==> src/rtl/mpmc11_fifo_gen.sv <==
// Parametrised synchronous FIFO with standard or FWFT read, almost-full threshold and reset-busy interval.
// Optional sticky overflow/underflow flags are enabled by defining MPMC11_FIFO_ERRFLAG_EN.
module mpmc11_fifo_gen #(
  parameter int WIDTH           = 64,
  parameter int DEPTH           = 32,
  parameter int AFULL_THRESH    = DEPTH - 5,
  parameter int FWFT            = 0,
  parameter int RST_BUSY_CYCLES = 4
) (
  input  logic                    clk,
  input  logic                    rst,
  input  logic                    wr_fifo,
  input  logic [WIDTH-1:0]        din,
  input  logic                    rd_fifo,
  output logic [WIDTH-1:0]        dout,
  output logic                    v,
  output logic                    full,
  output logic                    empty,
  output logic                    almost_full,
  output logic [$clog2(DEPTH):0]  cnt,
  output logic                    rd_rst_busy,
  output logic                    wr_rst_busy,
  output logic                    overflow,
  output logic                    underflow,
  input  logic                    err_clr
);

  localparam int PTR_W = $clog2(DEPTH);
  localparam int CNT_W = PTR_W + 1;
  localparam int BSY_W = $clog2(RST_BUSY_CYCLES + 1);

  logic [WIDTH-1:0] mem [DEPTH];
  logic [PTR_W-1:0] wr_ptr, rd_ptr;
  logic [CNT_W-1:0] count, count_next;
  logic [BSY_W-1:0] busy_cnt;
  logic             busy, busy_next;
  logic             full_r, empty_r, afull_r;
  logic             wr_acc, rd_acc;

  // NOTE: combinational logic uses blocking '=', clocked state uses non-blocking '<='.
  always_comb begin
    // NOTE: every signal gets a default first so no path leaves it unassigned (no latch).
    count_next = count;
    rd_acc     = rd_fifo & ~busy & ~empty_r;
    wr_acc     = wr_fifo & ~busy & (~full_r | rd_acc);
    busy_next  = (busy_cnt > BSY_W'(1));
    case ({wr_acc, rd_acc})
      2'b10:   count_next = count + CNT_W'(1);
      2'b01:   count_next = count - CNT_W'(1);
      default: count_next = count;
    endcase
  end

  // Status flags are forced to full/empty for the whole busy interval so neither side moves.
  always_ff @(posedge clk or negedge rst) begin
    if (!rst) begin
      busy_cnt <= BSY_W'(RST_BUSY_CYCLES);
      busy     <= 1'b1;
      wr_ptr   <= '0;
      rd_ptr   <= '0;
      count    <= '0;
      full_r   <= 1'b0;
      empty_r  <= 1'b1;
      afull_r  <= 1'b0;
    end else begin
      if (busy_cnt != '0) busy_cnt <= busy_cnt - BSY_W'(1);
      busy    <= busy_next;
      count   <= count_next;
      full_r  <= busy_next | (count_next == CNT_W'(DEPTH));
      empty_r <= busy_next | (count_next == '0);
      afull_r <= (count_next >= CNT_W'(AFULL_THRESH));
      if (wr_acc) wr_ptr <= wr_ptr + PTR_W'(1);
      if (rd_acc) rd_ptr <= rd_ptr + PTR_W'(1);
    end
  end

  // NOTE: the storage array has no reset; occupancy and pointers alone define validity.
  always_ff @(posedge clk) begin
    if (wr_acc) mem[wr_ptr] <= din;
  end

  generate
    if (FWFT != 0) begin : g_fwft
      // Head is gated while empty so stale contents never show after reset.
      assign dout = empty_r ? '0 : mem[rd_ptr];
      assign v    = ~empty_r;
    end else begin : g_std
      logic [WIDTH-1:0] dout_r;
      logic             v_r;
      always_ff @(posedge clk or negedge rst) begin
        if (!rst) begin
          dout_r <= '0;
          v_r    <= 1'b0;
        end else begin
          v_r <= rd_acc;
          if (rd_acc) dout_r <= mem[rd_ptr];
        end
      end
      assign dout = dout_r;
      assign v    = v_r;
    end
  endgenerate

`ifdef MPMC11_FIFO_ERRFLAG_EN
  logic ovf_r, udf_r;
  logic wr_rej, rd_rej;

  assign wr_rej = wr_fifo & ~busy & full_r & ~rd_acc;
  assign rd_rej = rd_fifo & ~busy & empty_r;

  // A fresh rejection takes priority over a same-cycle clear.
  always_ff @(posedge clk or negedge rst) begin
    if (!rst) begin
      ovf_r <= 1'b0;
      udf_r <= 1'b0;
    end else begin
      ovf_r <= wr_rej | (ovf_r & ~err_clr);
      udf_r <= rd_rej | (udf_r & ~err_clr);
    end
  end

  assign overflow  = ovf_r;
  assign underflow = udf_r;
`else
  logic unused_err_clr;
  assign unused_err_clr = err_clr;
  assign overflow       = 1'b0;
  assign underflow      = 1'b0;
`endif

  assign full        = full_r;
  assign empty       = empty_r;
  assign almost_full = afull_r;
  assign cnt         = count;
  assign rd_rst_busy = busy;
  assign wr_rst_busy = busy;

endmodule
==> config.mk <==
export PLATFORM = sky130hd
export DESIGN_NAME = mpmc11_fifo_gen
export DESIGN_NICKNAME = d
export VERILOG_FILES = /design/src/rtl/mpmc11_fifo_gen.sv
export SDC_FILE = /design/constraint.sdc
export NUM_CORES = 2
export LEC_CHECK = 0
export BUFFER_PORTS_ARGS = -buffer_cell sky130_fd_sc_hd__buf_2
export CAP_MARGIN = 20
export CORE_MARGIN = 5
export CORE_UTILIZATION = 53
export CTS_BUF_LIST = sky130_fd_sc_hd__clkbuf_4
export CTS_CLUSTER_SIZE = 20
export DETAILED_ROUTE_END_ITERATION = 16
export PLACE_DENSITY = 0.71
export RECOVER_POWER = 100
export SYNTH_ARGS = -nofsm -noshare
export SYNTH_HDL_FRONTEND = slang
export SYNTH_SLANG_ARGS = --single-unit
export TNS_END_PERCENT = 1
==> constraint.sdc <==
create_clock -name clk -period 4.4 [get_ports clk]
set_input_delay 0.44 -clock clk [delete_from_list [all_inputs] [get_ports clk]]
set_output_delay 0.44 -clock clk [all_outputs]
set_load 0.1 [all_outputs]
==> results.sh <==
export IMPL_outcome="finished, violations left"
export IMPL_violations="capacitance limit, slew limit"
export IMPL_cts_tree="done"
export IMPL_ctsResizeCount=0
export IMPL_clkSlewWorstSetupHoldPaths_ns=0.07
export IMPL_grt_pass1_wl_um=276100
export IMPL_place_inst=5648
export IMPL_hold_buffers=70
export IMPL_syn_area_per_cell_sq_um=22.94
export IMPL_synth_most_common_cell="edfxtp_1"
export IMPL_drc_errors=0
export IMPL_post_cts_buffers=0
export IMPL_h_tree_depth=6
export IMPL_gp_congestion=0.7303
export IMPL_grt_use_total_pct=23.50
export IMPL_routed_wl_um=188900
export IMPL_dp_final_hpwl_um=96430
export IMPL_drtIter0Drc=4731
export IMPL_reg2reg_slack_ns=0.31
export IMPL_crit_path_max_fanout=46
export IMPL_portBuffers=143
export IMPL_syn_to_final_growth_pct=13.50
export IMPL_synth_area_top_cells="edfxtp_1 76%, mux4_2 15%, dfrtp_1 2.6%, mux2i_1 1.7%, a22oi_1 0.66%"
export IMPL_clock_fmax_mhz=244.7
export IMPL_dr_pass1_iters=5
export IMPL_die_w_um=401.8
export IMPL_r2r_cells=7
export IMPL_ys_ff_latch=2136
export IMPL_design_core_area_sq_um=152300
export IMPL_required_ns=5.20
export IMPL_setup_violations=0
export IMPL_startpoint_type="flop"
export IMPL_antenna_found_initial=13
export IMPL_async_reset_ff_share_pct=4.120
export IMPL_crit_path_top_delay_cell="buf_2"
export IMPL_cts_buffers_inserted=548
export IMPL_vias=40430
export IMPL_power_frac_seq_pct=42.3
export IMPL_syn_inst=3546
export IMPL_ys_types=44
export IMPL_clock_power_share_pct=28.3
export IMPL_r2r_end="mem[17][24]"
export IMPL_grt_overflow=0
export IMPL_fillCellCount=10630
export IMPL_synth_area_sq_um=81350
export IMPL_worstSetupEndpointType="flop"
export IMPL_crit_arrival_ns=4.89
export IMPL_rsz0062_at_grt="no"
export IMPL_final_layout_size_suffix_gt1_share_pct=33.78
export IMPL_grt_pass1_vias=41840
export IMPL_grt_start_max_net_pins=72
export IMPL_slowest_delay_ns=1.50
export IMPL_min_period_ns=4.087
export IMPL_synth_top_cell_area_share_pct=75.60
export IMPL_synth_common_cells="2048 x edfxtp_1, 541 x mux4_2, 138 x mux2i_1"
export IMPL_fin_nets=4318
export IMPL_combPwrFrac_pct=29.4
export IMPL_synth_top_area_cell="edfxtp_1"
export IMPL_initial_core_util_pct=53.42
export IMPL_drv_cap=28
export IMPL_slew_viol_final=894
export IMPL_dieArea_sq_um=161400
export IMPL_cp_cell_sequence="nand2b_1, a21oi_1, dlygate4sd3_1, buf_4, nand2_1, nor2_4, buf_2"
export IMPL_power_leakage_nw=29.94
export IMPL_synth_edff_count=2048
export IMPL_hold_path_class="input port to async pin"
export IMPL_die_h_um=401.8
export IMPL_ant_nets=0
export IMPL_hold_viol=0
export IMPL_power_density_nw_per_um2=637.2
export IMPL_crit_type="flop to flop"
export IMPL_yosysSeqAreaShare_pct=78.31
export IMPL_fin_skew_ns=0.09443
export IMPL_clock_latency_ns=1.29
export IMPL_final_cells=6665
export IMPL_max_vdd_ir_drop_mv=0.4335
export IMPL_root_buffer="clkbuf_4"
export IMPL_internal_power_w=0.03994
export IMPL_swShare_pct=32.11
export IMPL_period_share_pct=92.89
export IMPL_p_sw_w=0.01889
export IMPL_num_io_pins=147
export IMPL_wl_per_cell_um=28.35
export IMPL_worst_pin_slew_ns=2.384
export IMPL_fp_row_count=143
export IMPL_r2r_start="empty"
export IMPL_slew_headroom_pct=-58.95
export IMPL_synth_warnings=0
export IMPL_avgViaCountPerCell=6.066
export IMPL_utilization_pct=60.64
export IMPL_synthFlopType="edfxtp_1"
export IMPL_clock_path_buffers=4
export IMPL_cts_sinks=2136
sequential cells by signal, summed over array words and instances (netlist names):
| name | flops |
|---|---|
| full | 1 |
| empty | 1 |
| dout | 64 |
| busy_cnt | 3 |
| v | 1 |
| mem | 2048 |
| almost_full | 1 |
| wr_ptr | 5 |
| rd_rst_busy | 1 |
| cnt | 6 |
| rd_ptr | 5 |
worst max-delay path, delay by kind of cell (launching register included):
kind	cells	cell delay, ns
compound gates	1	0.14
buf+inv	3	2.26
flops	1	0.36
simple gates	3	0.80
power groups by stage:
| stage | Clock [W] | Sequential, W | Combinational [W] |
|---|---|---|---|
| 2_1_floorplan | 0 | 0.0271 | 0.0108 |
| 3_3_place_gp | 0 | 0.0252 | 0.0174 |
| 3_5_place_dp | 0 | 0.0253 | 0.0176 |
| 4_1_cts | 0.0171 | 0.0248 | 0.0177 |
| 5_1_grt | 0.0183 | 0.0250 | 0.0184 |
| 6_report | 0.0167 | 0.0249 | 0.0173 |
cells in the final DEF, fill, tap and decap left out, types with 3 or more instances in the layout:
master / count
o21ai_0: 78
inv_2: 20
a221oi_1: 7
diode_2: 14
nor2_1: 15
nor2_2: 5
mux2i_1: 138
nor2_4: 17
buf_4: 43
buf_2: 6
edfxtp_1: 2048
nor4b_1: 3
clkbuf_4: 824
nand3_1: 21
nor2b_1: 37
dfrtp_4: 4
clkinv_2: 10
nand2_1: 68
clkinv_1: 71
a211oi_1: 35
a21oi_1: 83
a22oi_1: 71
bufinv_16: 11
dfrtp_1: 80
mux4_2: 541
buf_12: 23
dlygate4sd3_1: 69
xnor2_1: 12
nand2b_1: 15
xor2_1: 3
clkbuf_1: 152
inv_1: 13
ha_1: 11
clkbuf_2: 46
a22o_1: 7
per-stage QoR:
| step | setup slack, ns | instance area (sq um) | power, W | hold slack (ns) | TNS [ns] |
|---|---|---|---|---|---|
| after floorplan | -0.4324 | 81350 | 0.03792 | 0.1444 | -785.20 |
| after global placement | 1.130 | 85280 | 0.04261 | 0.4562 | 0 |
| after detailed placement | 1.130 | 85280 | 0.04286 | 0.4661 | 0 |
| after CTS | 0.6409 | 92880 | 0.05963 | 0.03894 | 0 |
| after global routing | 0.2476 | 92320 | 0.06167 | 0.3317 | 0 |
| final | 0.3129 | 92330 | 0.05883 | 0.4248 | 0 |
worst max-delay path by stage:
stage | startpoint | to | slack (ns) | cells after the start
2_1_floorplan | full | mem[31][0] | -0.43 | 4
3_5_place_dp | rd_fifo | mem[19][23] | 1.13 | 7
4_1_cts | empty | mem[19][23] | 0.64 | 7
5_1_grt | rd_rst_busy | mem[24][21] | 0.25 | 7
3_3_place_gp | rd_fifo | mem[19][34] | 1.13 | 7
6_report | empty | mem[17][24] | 0.31 | 7
cells by family (layout without fill, tap and decap cells):
group	Yosys count	count (layout)	share of synthesized area (%)
xor+xnor	15	15	0.1615
compound gates	290	290	2.201
buf+inv	216	1290	1.280
simple gates	197	197	1.180
other cells	1	16	0.004610
mux	680	680	16.69
flops	2136	2136	78.31
fa+ha+maj	11	11	0.1692
per-layer routing:
layer  vias up  global-route usage, %  share of wire (%)
met4         4                  7.641                2.5
met5         -                      0              0.014
met2      2105                  37.98                 50
met3       359                  6.213                9.6
met1     21190                  31.77                 38
li1      16780                      -                  -
cell type report:
type	count	area (sq um)	area share, %
multi-input combinational	1195	16760	18.15
antenna	14	35.03	0.03794
sequential	2136	63720	69.01
timing repair buffer	344	2342	2.537
clock inverter	114	737.0	0.7982
inverter	13	48.80	0.05285
clock buffer	819	6148	6.659
tap	2030	2540	2.751
Power figures use the tool's default switching activity.
